--- src/rtl/enemy_fire_pkg.sv ---
// Shared types and defaults for the enemy fire scheduler and its round-robin picker.
// Optional cooldown escalation is enabled by defining ENEMY_FIRE_ESCALATE_EN.
package enemy_fire_pkg;

   typedef enum logic [1:0] {
      IDLE = 2'd0,
      COOL = 2'd1,
      PICK = 2'd2,
      FIRE = 2'd3
   } sched_state_t;

   localparam int ENEMY_COOLDOWN_FRAMES = 60;
   localparam int ENEMY_FLIGHT_FRAMES   = 90;

   // Index width for an n-entry pointer; never narrower than one bit.
   function automatic int ptr_width(input int n);
      return (n > 1) ? $clog2(n) : 1;
   endfunction

endpackage

--- src/rtl/enemy_fire_scheduler_rr_picker.sv ---
// Combinational round-robin first-one search: lowest eligible index at or above ptr_i,
// wrapping to the lowest eligible index overall.
module rr_picker
   import enemy_fire_pkg::*;
#(
   parameter int N     = 2,
   parameter int PTR_W = ptr_width(N)
) (
   input  logic [N-1:0]     eligible_i,
   input  logic [PTR_W-1:0] ptr_i,
   output logic [PTR_W-1:0] winner_o,
   output logic             valid_o
);

   logic [N-1:0] upper_mask;
   logic [N-1:0] upper;
   logic [N-1:0] search;

   generate
      for (genvar gi = 0; gi < N; gi++) begin : g_mask
         assign upper_mask[gi] = (PTR_W'(gi) >= ptr_i);
      end
   endgenerate

   assign upper   = eligible_i & upper_mask;
   assign search  = (|upper) ? upper : eligible_i;
   assign valid_o = |eligible_i;

   always_comb begin
      winner_o = '0;
      for (int i = N - 1; i >= 0; i--) begin
         if (search[i]) winner_o = PTR_W'(i);
      end
   end

endmodule

--- src/rtl/enemy_fire_scheduler.sv ---
// Frame-rate enemy shot scheduler: cooldown, round-robin base selection, shot lifetimes.
// Define ENEMY_FIRE_ESCALATE_EN to halve the cooldown when only one base remains alive.
module enemy_fire_scheduler
   import enemy_fire_pkg::*;
#(
   parameter int NUM_BASES       = 2,
   parameter int COOLDOWN_FRAMES = ENEMY_COOLDOWN_FRAMES,
   parameter int FLIGHT_FRAMES   = ENEMY_FLIGHT_FRAMES,
   parameter int MAX_ACTIVE      = 1
) (
   input  logic                             frame_clk,
   input  logic                             Reset_n,
   input  logic                             enable,
   input  logic [NUM_BASES-1:0]             base_alive,
   input  logic [NUM_BASES-1:0]             base_in_range,
   input  logic [NUM_BASES-1:0]             bullet_done,
   output logic [NUM_BASES-1:0]             fire_grant,
   output logic [NUM_BASES-1:0]             bullet_active,
   output logic [$clog2(NUM_BASES+1)-1:0]   active_count,
   output logic [1:0]                       sched_state
);

   localparam int CD_W   = $clog2(COOLDOWN_FRAMES + 1);
   localparam int LIFE_W = $clog2(FLIGHT_FRAMES + 1);
   localparam int RR_W   = ptr_width(NUM_BASES);
   localparam int CNT_W  = $clog2(NUM_BASES + 1);

   sched_state_t          state_q, state_d;
   logic [CD_W-1:0]       cooldown_q, cooldown_d;
   logic [RR_W-1:0]       rr_ptr_q, rr_ptr_d;
   logic [RR_W-1:0]       winner_q, winner_d;
   logic [NUM_BASES-1:0]  fire_grant_q, fire_grant_d;

   logic [NUM_BASES-1:0]  active_vec;
   logic [NUM_BASES-1:0]  eligible;
   logic [RR_W-1:0]       pick_winner;
   logic                  pick_valid;
   logic [CNT_W-1:0]      count;
   logic                  can_issue;
   logic                  fire_exit;
   logic [CD_W-1:0]       reload;
   logic [CD_W-1:0]       reload_m1;

`ifdef ENEMY_FIRE_ESCALATE_EN
   localparam int ESC_FRAMES = ((COOLDOWN_FRAMES >> 1) < 1) ? 1 : (COOLDOWN_FRAMES >> 1);
   logic last_base;

   // Exactly one bit set: nonzero and clearing the lowest set bit leaves nothing.
   assign last_base = (base_alive != '0) &&
                      ((base_alive & (base_alive - NUM_BASES'(1))) == '0);
   assign reload    = last_base ? CD_W'(ESC_FRAMES) : CD_W'(COOLDOWN_FRAMES);
`else
   assign reload    = CD_W'(COOLDOWN_FRAMES);
`endif

   assign reload_m1 = reload - CD_W'(1);
   assign eligible  = base_alive & base_in_range & ~active_vec;

   rr_picker #(
      .N     (NUM_BASES),
      .PTR_W (RR_W)
   ) u_rr_picker (
      .eligible_i (eligible),
      .ptr_i      (rr_ptr_q),
      .winner_o   (pick_winner),
      .valid_o    (pick_valid)
   );

   always_comb begin
      count = '0;
      for (int i = 0; i < NUM_BASES; i++) begin
         count = count + CNT_W'(active_vec[i]);
      end
   end

   assign can_issue = (count < CNT_W'(MAX_ACTIVE));

   always_comb begin
      state_d      = state_q;
      cooldown_d   = cooldown_q;
      rr_ptr_d     = rr_ptr_q;
      winner_d     = winner_q;
      fire_grant_d = '0;
      fire_exit    = 1'b0;
      if (!enable) begin
         state_d = IDLE;
      end else begin
         case (state_q)
            IDLE: begin
               state_d    = COOL;
               cooldown_d = reload_m1;
            end
            COOL: begin
               if (cooldown_q == '0) state_d = PICK;
               else                  cooldown_d = cooldown_q - CD_W'(1);
            end
            PICK: begin
               if (pick_valid && can_issue) begin
                  winner_d     = pick_winner;
                  fire_grant_d = NUM_BASES'(1) << pick_winner;
                  state_d      = FIRE;
               end
            end
            FIRE: begin
               fire_exit  = 1'b1;
               rr_ptr_d   = (winner_q == RR_W'(NUM_BASES - 1)) ? '0 : winner_q + RR_W'(1);
               cooldown_d = reload_m1;
               state_d    = COOL;
            end
            default: state_d = IDLE;
         endcase
      end
   end

   always_ff @(posedge frame_clk or negedge Reset_n) begin
      if (!Reset_n) begin
         state_q      <= IDLE;
         cooldown_q   <= '0;
         rr_ptr_q     <= '0;
         winner_q     <= '0;
         fire_grant_q <= '0;
      end else begin
         state_q      <= state_d;
         cooldown_q   <= cooldown_d;
         rr_ptr_q     <= rr_ptr_d;
         winner_q     <= winner_d;
         fire_grant_q <= fire_grant_d;
      end
   end

   // Per-base shot lifetime; a launch on the FIRE exit edge overrides any kill condition.
   generate
      for (genvar gi = 0; gi < NUM_BASES; gi++) begin : g_life
         logic              active_q, active_d;
         logic [LIFE_W-1:0] life_q, life_d;
         logic              launch;

         assign launch = fire_exit && (winner_q == RR_W'(gi));

         always_comb begin
            active_d = active_q;
            life_d   = life_q;
            if (!enable) begin
               active_d = 1'b0;
               life_d   = '0;
            end else if (launch) begin
               active_d = 1'b1;
               life_d   = LIFE_W'(FLIGHT_FRAMES - 1);
            end else if (active_q) begin
               if ((life_q == '0) || bullet_done[gi] || !base_alive[gi]) begin
                  active_d = 1'b0;
                  life_d   = '0;
               end else begin
                  life_d = life_q - LIFE_W'(1);
               end
            end
         end

         always_ff @(posedge frame_clk or negedge Reset_n) begin
            if (!Reset_n) begin
               active_q <= 1'b0;
               life_q   <= '0;
            end else begin
               active_q <= active_d;
               life_q   <= life_d;
            end
         end

         assign active_vec[gi] = active_q;
      end
   endgenerate

   assign fire_grant    = fire_grant_q;
   assign bullet_active = active_vec;
   assign active_count  = count;
   assign sched_state   = state_q;

endmodule
--- config.mk ---
export PLATFORM = sky130hd
export DESIGN_NAME = enemy_fire_scheduler
export DESIGN_NICKNAME = d
export VERILOG_FILES = /design/src/rtl/enemy_fire_pkg.sv /design/src/rtl/enemy_fire_scheduler_rr_picker.sv /design/src/rtl/enemy_fire_scheduler.sv
export SDC_FILE = /design/constraint.sdc
export NUM_CORES = 1
export LEC_CHECK = 0
export ABC_AREA = 0
export CAP_MARGIN = 20
export CORE_UTILIZATION = 30
export CTS_BUF_LIST = sky130_fd_sc_hd__clkbuf_8
export DETAILED_ROUTE_END_ITERATION = 8
export DONT_BUFFER_PORTS = 1
export PLACE_DENSITY = 0.53
export SYNTH_ARGS = -nofsm -noshare
export SYNTH_HDL_FRONTEND = slang
export SYNTH_SLANG_ARGS = --single-unit
--- constraint.sdc ---
create_clock -name frame_clk -period 2 [get_ports frame_clk]
set_input_delay 0.4 -clock frame_clk [delete_from_list [all_inputs] [get_ports frame_clk]]
set_output_delay 0.4 -clock frame_clk [all_outputs]
set_load 0.01 [all_outputs]
* Word level (Yosys, flattened, before mapping) *
Index checks and enable logic that the tools add are counted.
Widths: inputs -> output; s select.

word-level totals
  bits in registers = 28
  output and inout bits = 8
  logic and storage cells = 83

operators by class
  add/subtract/negate cells = 5
  $lt $le $gt $ge = 3
  equal/unequal tests = 8
  shift operators = 1
  muxes and demuxes = 31
  bitwise gates (word level) = 5
  reductions and logical operators = 21

operators with widths
  kind                 count
  $mux 7               8
  $logic_not 7->1      2
  $mux 2               7
  $sub 7x1->7 const B  2
  $mux 1               13
  $pmux 6 s2           1
  $and 2x2->2          3
  $logic_not 6->1      1
  $mux 6               1
  $ne 3x1->1 const B   2
  $ne 3x3->1 const B   2
  $pmux 2 s3           1
  $reduce_and 3->1     2
  $reduce_or 2->1      3
  $sub 6x1->6 const B  1
  $eq 2x2->1 const B   2
  $logic_or 1x1->1     4
  $reduce_and 2->1     2
  $logic_and 1x1->1    3
  $add 1x1->2          1
  $eq 2x1->1 const B   1
  $ge 1x1->1 const A   2
  $logic_not 1->1      2
  $logic_not 2->1      1
  other kinds (7)      7

* Longest topological paths before layout *
  word-level depth = 11
  gate-level depth with buffers = 7
  depth with buffers taken out = 6

* Hierarchy *
A second synthesis with hierarchy kept.

unflattened totals
  cells, all modules = 192
  area total of the unflattened synthesis = 1725.4 um^2

modules (own cells, without submodules)
  module                instances  cells an instance  area an instance (um^2)
  enemy_fire_scheduler  1          189                1707.9
  rr_picker             1          3                  17.5

* Worst setup path after synthesis *
OpenSTA, ideal clock, no wires.

  kind = register to register
  from = register state_q[0], in the netlist sched_state[0]
  to = register cooldown_q[5]
  library setup time = 0.126 ns
  data arrival time = 1.548 ns
  data required time = 1.874 ns
  path slack = 0.326 ns
  cell stages (with the launch flop) = 8
  clock period less this slack = 1.674 ns
  cells stage by stage = dfrtp_1 inv_1 ha_1 buf_2 o21ai_1 a31oi_2 or2_1 o311a_1

between the ends
  cells in the longest elaborated chain, start to end = 4

RTL lines
  what                                           line                         source
  from (decl)                                    enemy_fire_scheduler.sv:28   sched_state_t state_q, state_d;
  from (signal assigned)                         enemy_fire_scheduler.sv:123  state_q <= state_d;
  $eq 2x2->1 or $logic_not 2->1 (tied branches)  enemy_fire_scheduler.sv:88   case (state_q)
  $reduce_or 2->1 (no source line)               -
  $reduce_bool 2->1 (no source line)             -
  $reduce_and 3->1 (no source line)              -
  to (signal assigned)                           enemy_fire_scheduler.sv:124  cooldown_q <= cooldown_d;
  to (decl)                                      enemy_fire_scheduler.sv:29   logic [CD_W-1:0] cooldown_q, cooldown_d;

Several ways; a longest one is shown, not always the timed one.
A chain may end at the register's enable or synchronous reset.

* Worst setup path after layout *
  from = register state_q[1], in the netlist sched_state[1]
  to = register cooldown_q[3]

The elaborated chain is that of the path after synthesis.

==> summary.txt <==
Power and ir drop
  – Pwr dens: 866 nW/um^2
  – Leak: 0.811 nW
  – Max VDD drop: ~0.00032 V

Die
  – Die Span Y: ~80 um
  – DIE WIDTH: a little under 80 um
  – Full die area: between 6000 and 7000 um^2
  – I/O pin count: 17
  – Initial Utilization: approximately a third
  – Row Count: 27
  – Core box area: about 5500 um^2

Clock network
  – Latest clock arrival within the worst-skew pair: 280 ps
  – Reg clk slew, reported paths: roughly 100 ps
  – Clk sinks: 28
  – H-tree levels: 1
  – TritonCTS clock tree: built
  – Post-CTS Setup Bufs: 0
  – Maximum root-to-sink buffer count: 2
  – Post-cts hold buffer count: 2
  – CTS Root Cell: clkbuf_8
  – Cts bufs inserted: 3
  – PostCTS Resize Cnt: 0

Critical path
  – Critical Path End Type: register
  – CP startpoint: sched_state[1]
  – Worst R2R End: cooldown_q[3]
  – CP top delay family: compound AO/OA/AOI/OAI gates
  – Crit-path cells: inv_1 > ha_1 > o21ai_1 > a31oi_2 > nor2_1 > a221oi_1
  – Worst Path Required: 2170 ps
  – Crit path depth: 6
  – WP buf/inv: 1
  – CP peak stage delay: between 400 and 500 ps
  – Register-to-Register Path Depth: 6
  – CP arrival: ~1900 ps
  – Critical Path Sink: cooldown_q[3]
  – Reg-to-reg setup timing slack: approximately 270 ps
  – Critical Path Source Type: register
  – Crit Path Max Fanout: 9
  – WS Path Type: register to register
  – R2R Path Start: sched_state[1]
  – Critical path's slowest cell: dfrtp_1

Synth
  – Cell Area, Synth: 1750 um^2
  – Number of enable flip-flop cells after synthesis: 0
  – Unique masters post-synth: 51
  – Mapped Nets: approximately 220
  – Yosys warns: 0
  – Seq/Total Area, Yosys: 40.1%
  – Cell taking the most area after synthesis: dfrtp_1
  – Post-synth top area share: 40.1%
  – Synth top area cells: dfrtp_1 40%, ha_1 8.6%, nor2_1 4.5%, inv_1 3.7%, a21oi_1 3.4%
  – Avg Inst Size Synth: ~9.0 um^2
  – Seq cells post-synth: 28
  – Mapped Cells: approximately 200
  – Asr flop ratio synth: 100%
  – Top_reg_cell synth: dfrtp_1

Timing
  – Endpoints failing setup: 0
  – Maximum clock rate: just under 0.6 GHz
  – Final period util: 86.7%
  – Max_slew headroom: between 60% and 70%
  – Slew Viols, Final: 0
  – Final worst slack: around 270 ps
  – Fin. Hold Viols: 0
  – Hold WS: around 240 ps
  – Fin crit period: 1730 ps
  – RSZ-0062 raised after global routing: no
  – Worst slew pin tran: between 400 and 500 ps
  – Clk_skew: roughly 8.5 ps
  – TNS Setup: 0 ps

Run
  – Max cap viols: 0

GRT
  – First-pass GRT wire length: 6530 um
  – Number of global-route vias before repair: 1347
  – Total grt overflow: 0
  – Antenna violations before repair: 0
  – Largest net degree at the start of global routing: 29
  – GRT Overall Usage: a little over an eighth

Worst hold path
  – HP Class: input port to register
  – Hold path cells: 1

Layout
  – Antenna diode count: 0
  – Final nets: roughly 220
  – Share of layout cells above drive strength 1: 7.14%
  – Layout area overhead: 8.46%
  – Number of fill cells: between 500 and 600

Outcome
  – Outcome: finished, final reports clean

Placement
  – Post-place setup slack: approximately 260 ps
  – Dpl hpwl: about 2700 um
  – Port Buffer Count: 0
  – RePlAce Congestion: 0.787

Routing
  – Antenna-violating nets left: 0
  – Drt wl/cell: between 10 and 15 um
  – Via count: ~1400
  – DR pass1 iterations: 4
  – Drt initial violations: 81
  – Post-route DRC: 0
  – Routed Wire Length: 3760 um
  – Vias per std cell: between 5 and 6
power breakdown:
part	total (mW)	leakage (nW)	switching, mW	internal [mW]
logic	0.555	0.428	0.319	0.237
clock network	0.319	0.0216	0.183	0.136
registers	0.766	0.361	0.110	0.656
layout by cell type (no fill, tap or decap), drive strengths merged, types with 3 or more instances in the layout:
cell and instances:
a21oi 12, buf 4, nor3b 3, nand3b 3, nand3 4, inv 17, clkbuf 3, nand2 16
nand2b 4, nor3 4, nor2 21, and2 3, ha 12, or3 6, dfrtp 28, o31ai 3
a31oi 10, o21ai 8
per-stage QoR:
step,cell area (um^2),std cells,power (mW),utilization [%]
after CTS,1890,268,1.66,34.2
final,1890,268,1.64,34.2
after floorplan,1750,195,1.19,-
after detailed placement,1820,263,1.31,32.9
after global routing,1890,268,1.78,34.2
after global placement,1820,263,1.31,32.9
metal layers:
metal / wire, um / up-vias / share of wire [%] / track usage, %
li1: - / 702 / - / -
met1: 1840 / 667 / 49 / 18.1
met2: 1750 / 21 / 47 / 21.7
met3: 127 / 4 / 3.4 / 2.56
met4: 44 / 0 / 1.2 / 4.44
met5: 0 / - / 0 / 0
logic make-up after synthesis:
family | count (synthesis) | synth area share, %
AOI/OAI and AO/OA | 56 | 22.6
and+or+nand+nor | 73 | 21.8
muxes | 2 | 1.15
DFF | 28 | 40.1
buffers and inverters | 24 | 5.73
adders and majority gates | 12 | 8.60
layout make-up:
type / instances / area (um^2) / area share [%]
clock buffer: 3 / 41.3 / 2.18
inverter: 17 / 63.8 / 3.37
multi-input combinational: 143 / 945 / 49.9
sequential: 28 / 701 / 37.0
tap: 72 / 90.1 / 4.76
timing repair buffer: 5 / 52.6 / 2.78
how the worst min path moves through the flow:
stage                        from             endpoint  slack, ps
after CTS                  enable  g_life[0].life_q[6]        230
final                      enable  g_life[0].life_q[6]        240
after detailed placement  Reset_n       sched_state[0]        110
after global routing       enable  g_life[0].life_q[6]        230
after floorplan           Reset_n        cooldown_q[0]        100
after global placement    Reset_n       sched_state[1]        110
state kept, by name (all words and copies together) (netlist names):
register         cells
cooldown_q           6
g_life.active_q      2
g_life.life_q       14
sched_state          2
winner_q             1
fire_grant           2
rr_ptr_q             1
Yosys cell counts, drive strengths merged (4+ instances only):
master and n:
a21oi 12, a31oi 10, buf 5, dfrtp 28, ha 12, inv 17
nand2 16, nand2b 4, nand3 4, nor2 21, nor3 4, o21ai 8
or3 6
worst reg2reg max path, delay by kind of cell, from the launching register on:
kind / cells / cell delay, ps
AO/OA/AOI/OAI: 3 / 730
flip-flops: 1 / 480
adder cells (fa/ha/maj): 1 / 250
buffers and inverters: 1 / 110
AND/OR/NAND/NOR: 1 / 70
No activity file was read; power rests on OpenSTA's default activity.
